$ cat src/rtl/kf76489_pkg.sv
// kf76489_pkg
//   Shared types and constants for the KF76489 sound core write path.
//   - reg_code_t   : latched register code, encoded as {channel[1:0], is_attenuation}
//   - wc_state_t   : write controller FSM state
//   - byte field bit positions of a CPU byte (bit0 = latch flag)
//   - helpers to split a register code into channel and type
package kf76489_pkg;

   // Encoding is {channel, type} so that the channel and the attenuation
   // flag can be pulled straight out of the code bits.
   typedef enum logic [2:0] {
      TONE0_FREQ = 3'd0,
      TONE0_ATT  = 3'd1,
      TONE1_FREQ = 3'd2,
      TONE1_ATT  = 3'd3,
      TONE2_FREQ = 3'd4,
      TONE2_ATT  = 3'd5,
      NOISE_CTRL = 3'd6,
      NOISE_ATT  = 3'd7
   } reg_code_t;

   typedef enum logic [1:0] {
      ST_IDLE         = 2'd0,
      ST_STROBE       = 2'd1,
      ST_BUSY         = 2'd2,
      ST_WAIT_RELEASE = 2'd3
   } wc_state_t;

   // Byte fields: channel is {bit1, bit2} with bit1 as the MSB.
   localparam int LATCH_BIT  = 0;
   localparam int CH_MSB_BIT = 1;
   localparam int CH_LSB_BIT = 2;
   localparam int TYPE_BIT   = 3;

   function automatic logic [1:0] reg_channel(input reg_code_t code);
      return code[2:1];
   endfunction

   function automatic logic reg_is_att(input reg_code_t code);
      return code[0];
   endfunction

endpackage

$ cat src/rtl/kf76489_clock_divider.sv
// kf76489_clock_divider
//   Free-running prescaler producing a one-clock enable pulse every
//   CLOCK_DIV clocks. Shared by the clocked blocks of the sound core.
//   Ports:
//     clock        in   system clock
//     reset        in   asynchronous, active-high reset
//     clock_enable out  high for the single cycle where the count is zero
module kf76489_clock_divider #(
   parameter int CLOCK_DIV = 4
) (
   input  logic clock,
   input  logic reset,
   output logic clock_enable
);

   localparam int CW = (CLOCK_DIV > 1) ? $clog2(CLOCK_DIV) : 1;
   localparam logic [CW-1:0] RELOAD = CW'(CLOCK_DIV - 1);

   logic [CW-1:0] count;

   // Down-counter: reset and reload both start at CLOCK_DIV-1, so the first
   // pulse after reset arrives CLOCK_DIV-1 clocks later.
   always_ff @(posedge clock or posedge reset) begin
      if (reset) begin
         count <= RELOAD;
      end else if (count == '0) begin
         count <= RELOAD;
      end else begin
         count <= count - CW'(1);
      end
   end

   assign clock_enable = (count == '0);

endmodule

$ cat src/rtl/kf76489_write_controller.sv
// kf76489_write_controller
//   CPU write interface and register sequencer of the KF76489 sound core.
//   Accepts SN76489-style latch/data bytes, tracks the latched register and
//   turns every accepted byte into a single-cycle write strobe, while holding
//   the byte on internal_data_bus.
//   Ports:
//     clock, reset         system clock, asynchronous active-high reset
//     chip_select_n        active-low chip select
//     write_enable_n       active-low write enable
//     data_bus_in[7:0]     CPU byte (bit0 = latch flag)
//     ready                1 = idle, 0 = write in progress
//     clock_enable         prescaler pulse, one clock every CLOCK_DIV clocks
//     internal_data_bus    last accepted byte
//     write_frequency_h    per-tone strobe, latch byte into tone frequency
//     write_frequency_l    per-tone strobe, data byte into tone frequency
//     write_attenuation    per-channel attenuation strobe (index 3 = noise)
//     write_noise_control  noise control register strobe
//   Handshake: a request (chip_select_n and write_enable_n both low) is only
//   taken while ready is high and the FSM is idle; ready then stays low for
//   BUSY_CYCLES clocks, and a request still held afterwards is not taken
//   again until it has been released.
module kf76489_write_controller
   import kf76489_pkg::*;
#(
   parameter int BUSY_CYCLES = 32,
   parameter int CLOCK_DIV   = 4
) (
   input  logic       clock,
   input  logic       reset,
   input  logic       chip_select_n,
   input  logic       write_enable_n,
   input  logic [7:0] data_bus_in,
   output logic       ready,
   output logic       clock_enable,
   output logic [7:0] internal_data_bus,
   output logic [2:0] write_frequency_h,
   output logic [2:0] write_frequency_l,
   output logic [3:0] write_attenuation,
   output logic       write_noise_control
);

   localparam int BW = (BUSY_CYCLES > 2) ? $clog2(BUSY_CYCLES) : 1;
   // STROBE takes one of the busy clocks and BUSY exits when the count is
   // zero, so the load value is two short of the busy length.
   localparam logic [BW-1:0] BUSY_LOAD = BW'(BUSY_CYCLES - 2);

   wc_state_t     state, state_next;
   reg_code_t     reg_code, reg_code_next;
   logic [7:0]    data_reg, data_next;
   logic [BW-1:0] busy_count, busy_count_next;
   logic          released, released_next;
   logic          request;
   logic [3:0]    ch_onehot;

   assign request = ~chip_select_n & ~write_enable_n;

   kf76489_clock_divider #(
      .CLOCK_DIV(CLOCK_DIV)
   ) u_clock_divider (
      .clock       (clock),
      .reset       (reset),
      .clock_enable(clock_enable)
   );

   always_ff @(posedge clock or posedge reset) begin
      if (reset) begin
         state      <= ST_IDLE;
         reg_code   <= TONE0_FREQ;
         data_reg   <= 8'h00;
         busy_count <= '0;
         released   <= 1'b0;
      end else begin
         state      <= state_next;
         reg_code   <= reg_code_next;
         data_reg   <= data_next;
         busy_count <= busy_count_next;
         released   <= released_next;
      end
   end

   always_comb begin
      state_next      = state;
      reg_code_next   = reg_code;
      data_next       = data_reg;
      busy_count_next = busy_count;
      released_next   = released;
      case (state)
         ST_IDLE: begin
            if (request) begin
               data_next       = data_bus_in;
               busy_count_next = BUSY_LOAD;
               released_next   = 1'b0;
               state_next      = ST_STROBE;
               if (data_bus_in[LATCH_BIT]) begin
                  reg_code_next = reg_code_t'({data_bus_in[CH_MSB_BIT],
                                               data_bus_in[CH_LSB_BIT],
                                               data_bus_in[TYPE_BIT]});
               end
            end
         end
         ST_STROBE: begin
            if (!request) released_next = 1'b1;
            state_next = ST_BUSY;
         end
         ST_BUSY: begin
            if (!request) released_next = 1'b1;
            if (busy_count == '0) begin
               // A request that was never dropped must not write twice.
               state_next = (released || !request) ? ST_IDLE : ST_WAIT_RELEASE;
            end else begin
               busy_count_next = busy_count - BW'(1);
            end
         end
         ST_WAIT_RELEASE: begin
            if (!request) state_next = ST_IDLE;
         end
         default: state_next = ST_IDLE;
      endcase
   end

   assign ch_onehot = 4'b0001 << reg_channel(reg_code);

   // Strobes decode from registered state only, so they are exclusive and
   // confined to the STROBE cycle.
   always_comb begin
      write_frequency_h   = 3'b000;
      write_frequency_l   = 3'b000;
      write_attenuation   = 4'b0000;
      write_noise_control = 1'b0;
      if (state == ST_STROBE) begin
         if (reg_is_att(reg_code)) begin
            write_attenuation = ch_onehot;
         end else if (reg_code == NOISE_CTRL) begin
            write_noise_control = 1'b1;
         end else if (data_reg[LATCH_BIT]) begin
            write_frequency_h = ch_onehot[2:0];
         end else begin
            write_frequency_l = ch_onehot[2:0];
         end
      end
   end

   assign ready             = (state == ST_IDLE) || (state == ST_WAIT_RELEASE);
   assign internal_data_bus = data_reg;

endmodule

$ cat config.mk
export PLATFORM = sky130hd
export DESIGN_NAME = kf76489_write_controller
export DESIGN_NICKNAME = d
export VERILOG_FILES = /design/src/rtl/kf76489_pkg.sv /design/src/rtl/kf76489_clock_divider.sv /design/src/rtl/kf76489_write_controller.sv
export SDC_FILE = /design/constraint.sdc
export NUM_CORES = 1
export LEC_CHECK = 0
export CORE_MARGIN = 2
export CORE_UTILIZATION = 47
export DETAILED_ROUTE_END_ITERATION = 6
export GPL_TIMING_DRIVEN = 0
export PLACE_DENSITY = 0.87
export SYNTH_ARGS = -nofsm -noshare
export SYNTH_HDL_FRONTEND = slang
export SYNTH_SLANG_ARGS = --single-unit
$ cat constraint.sdc
create_clock -name clock -period 2.35 [get_ports clock]
set_input_delay 0.47 -clock clock [delete_from_list [all_inputs] [get_ports clock]]
set_output_delay 0.47 -clock clock [all_outputs]
set_load 0.02 [all_outputs]
==> out/metrics.cfg <==
[placed_design]
place.gp.congestion = 0.808
dp_hpwl_um = 1980
port-buffer-count = 32
placed_cell_area_um2 = 1530

[timing]
setup_violations = 0
slew_violations = 0
tightest_slew_ns = 0.769
finalHoldViolCount = 0
period_minus_slack_ns = 2.25
rsz0062_at_grt = no
fmax_mhz = 445
fin_crit_sh_pct = 95.6
skew_ns = 0.00291
maxSlewHeadroom_pct = 48.7
setup_tns_ns = 0

[synthesis]
yosysWarningCount = 0
synth_async_sr_flop_share_pct = 100
yosys.area.top_type = dfrtp_1
synth.top_cell.area_share_pct = 40.6
syn-mean-instance-area_um2 = 10.8
syn_nets = 127
yosysSeqAreaShare_pct = 45.1
synth_cell_types = 35
ys_top_cells_by_area = dfrtp_1 (41%), mux2_2 (9.6%), ha_1 (7.5%)
ys_seq_elements = 21
synth_ff_type = dfrtp_1
synth-edff-count = 0
synth_area_um2 = 1170
syn-instance-count = 108

[worst_setup_path]
cp_common_cell = inv_1
r2r-start = state[1]$_DFFE_PP0P_
required_ns = 1.88
cp.arrival_ns = 1.78
path_cells = inv_1 -> ha_1 -> inv_1 -> clkdlybuf4s50_1
critPathKind = reg -> out
path_max_fanout = 4
critPathTopFamily = buffers and inverters
slowest_delay_ns = 0.60
ff2ff_path_depth = 5
endpoint_kind = primary output
rrSetupSlack_ns = 0.27
critical-path-slowest-cell = clkdlybuf4s50_1
r2r_end = reg_code[1]$_DFFE_PP0P_
path_depth = 4
path_buf_inv = 3
worst_setup_path_start_kind = flop

[floorplan]
die_y_um = 53.9
ioPinCount = 33
die_w_um = 53.9
initial_core_util_pct = 48.6
num_rows = 18
coreArea_um2 = 2410
die_area_um2 = 2910

[detailed_routing]
drtAntennaViolNets = 0
drt-vias-per-instance = 5.52
wl_um = 2430
vias = 961
drc_errors = 0
drt_iter0_drc = 11
firstDrtPassIters = 4
routedWlPerCell_um = 13.9

[clocking]
cts_hold_buf = 0
cts_setup_buffers = 0
worstSkewPairLatency_ns = 0.29
cts_max_level = 1
path_clk_slew_ns = 0.10
clock_path_buffers = 2
cts.sink_count = 21
numCtsBuffers = 3
cts_tree = yes
root_buffer = clkbuf_4

[global_route]
grt_start_max_net_pins = 22
grt_overflow = 0
grt_pass1_wl_um = 3940
grt_pass1_vias = 877
antenna_found_initial = 0
grt_util_all_layers_pct = 18.8

[min_path]
min_from = u_clock_divider.count[0]$_DFF_PP1_
hold_end = u_clock_divider.count[0]$_DFF_PP1_
hp-class = reg -> reg
worstHoldPathCells = 1

[final_layout]
num-nets-final = 164
fin_area_um2 = 1550
insertedDiodeCount = 0
syn_to_final_growth_pct = 32.1
final_util_pct = 64.2
drive_gt1_share_pct = 18.1

[pwr]
p_leak_nw = 0.695
ir_drop_uv = 709
p_per_area_nw_per_um2 = 1160

[outcome]
outcome = completed

[flow_run]
cap_violations = 0

flip-flops by register name, summed over array words and instances (netlist names):
signal                 count
busy_count                 5
released                   1
reg_code                   3
state                      2
internal_data_bus          8
u_clock_divider.count      2
timing repair:
action / 4_1_cts / 5_1_grt
endpoints found under the setup margin: 11 / 6
pin swaps: 0 / 0
cloned: 0 / 0
gates resized for setup: 13 / 7
logic make-up after synthesis:
logic type                 Yosys count  share of synthesized area, %
and+or+nand+nor                     37                          18.9
buffers and inverters               12                          3.85
adders and majority gates            7                          7.48
muxes                               11                          10.5
DFF                                 21                          45.1
AOI/OAI and AO/OA                   20                          14.2
per-stage QoR:
step / hold WS (ns) / cells / setup WS (ns) / total power [mW]
2_1_floorplan: 0.434 / 108 / 0.301 / 1.28
3_3_place_gp: 0.441 / 170 / -0.0407 / 1.60
3_5_place_dp: 0.454 / 170 / -0.0553 / 1.65
4_1_cts: 0.487 / 174 / 0.000606 / 1.80
5_1_grt: 0.514 / 174 / 0.0188 / 1.94
6_report: 0.481 / 174 / 0.103 / 1.80
worst reg2reg max path, stage by stage (launching register included):
cell and delay [ns]:
dfrtp_1 0.44, inv_1 0.14, ha_1 0.27, nor3b_4 0.48
and2_1 0.30, mux2_2 0.36
synthesized netlist by cell type, types with 2 or more instances:
library cell,number
a21oi_1,4
a31oi_1,2
and4_1,2
dfrtp_1,19
dfstp_2,2
ha_1,7
inv_1,11
mux2_2,10
nand2_1,4
nand2b_1,5
nor2_1,9
nor3_1,5
nor4_1,2
nor4b_1,2
o21ai_0,4
cell type report:
class,count,area (um2)
tap,30,37.5
timing repair buffer,32,299
buffer,1,3.75
inverter,11,41.3
sequential,21,528
multi-input combinational,75,611
fill,188,863
clock buffer,4,26.3
cell usage in the layout (no fill, tap or decap), drive strengths merged, types with 4 or more instances in the layout:
master / Yosys / layout
clkdlybuf4s50: 0 / 21
dfrtp: 19 / 19
inv: 11 / 11
mux2: 10 / 10
nor2: 9 / 9
dlygate4sd2: 0 / 9
ha: 7 / 7
clkbuf: 1 / 7
nor3: 5 / 5
nand2b: 5 / 5
o21ai: 4 / 4
a21oi: 4 / 4
nand2: 4 / 4
metal layers:
layer  global-route usage [%]  vias up  routed length, um  part of all wire [%]
li1                         -      464                  -                     -
met2                     31.5       23               1270                    52
met4                     7.69        0                 28                   1.2
met3                     3.61        4                124                   5.1
met5                        0        -                  0                     0
met1                     23.7      470               1000                    41
power breakdown:
part	switching [mW]	internal, mW	total (mW)
combinational	0.506	0.476	0.982
sequential	0.148	0.509	0.657
clock	0.0947	0.0659	0.161
total	0.749	1.05	1.80
how the worst max path moves through the flow:
stage	end	start
final	ready	state[1]$_DFFE_PP0P_
after global placement	reg_code[1]$_DFFE_PP0P_	chip_select_n
after CTS	write_frequency_h[2]	state[1]$_DFFE_PP0P_
after detailed placement	reg_code[1]$_DFFE_PP0P_	chip_select_n
after global routing	write_frequency_l[2]	state[1]$_DFFE_PP0P_
after floorplan	write_frequency_h[2]	state[1]$_DFFE_PP0P_
Power figures use the tool's default switching activity.
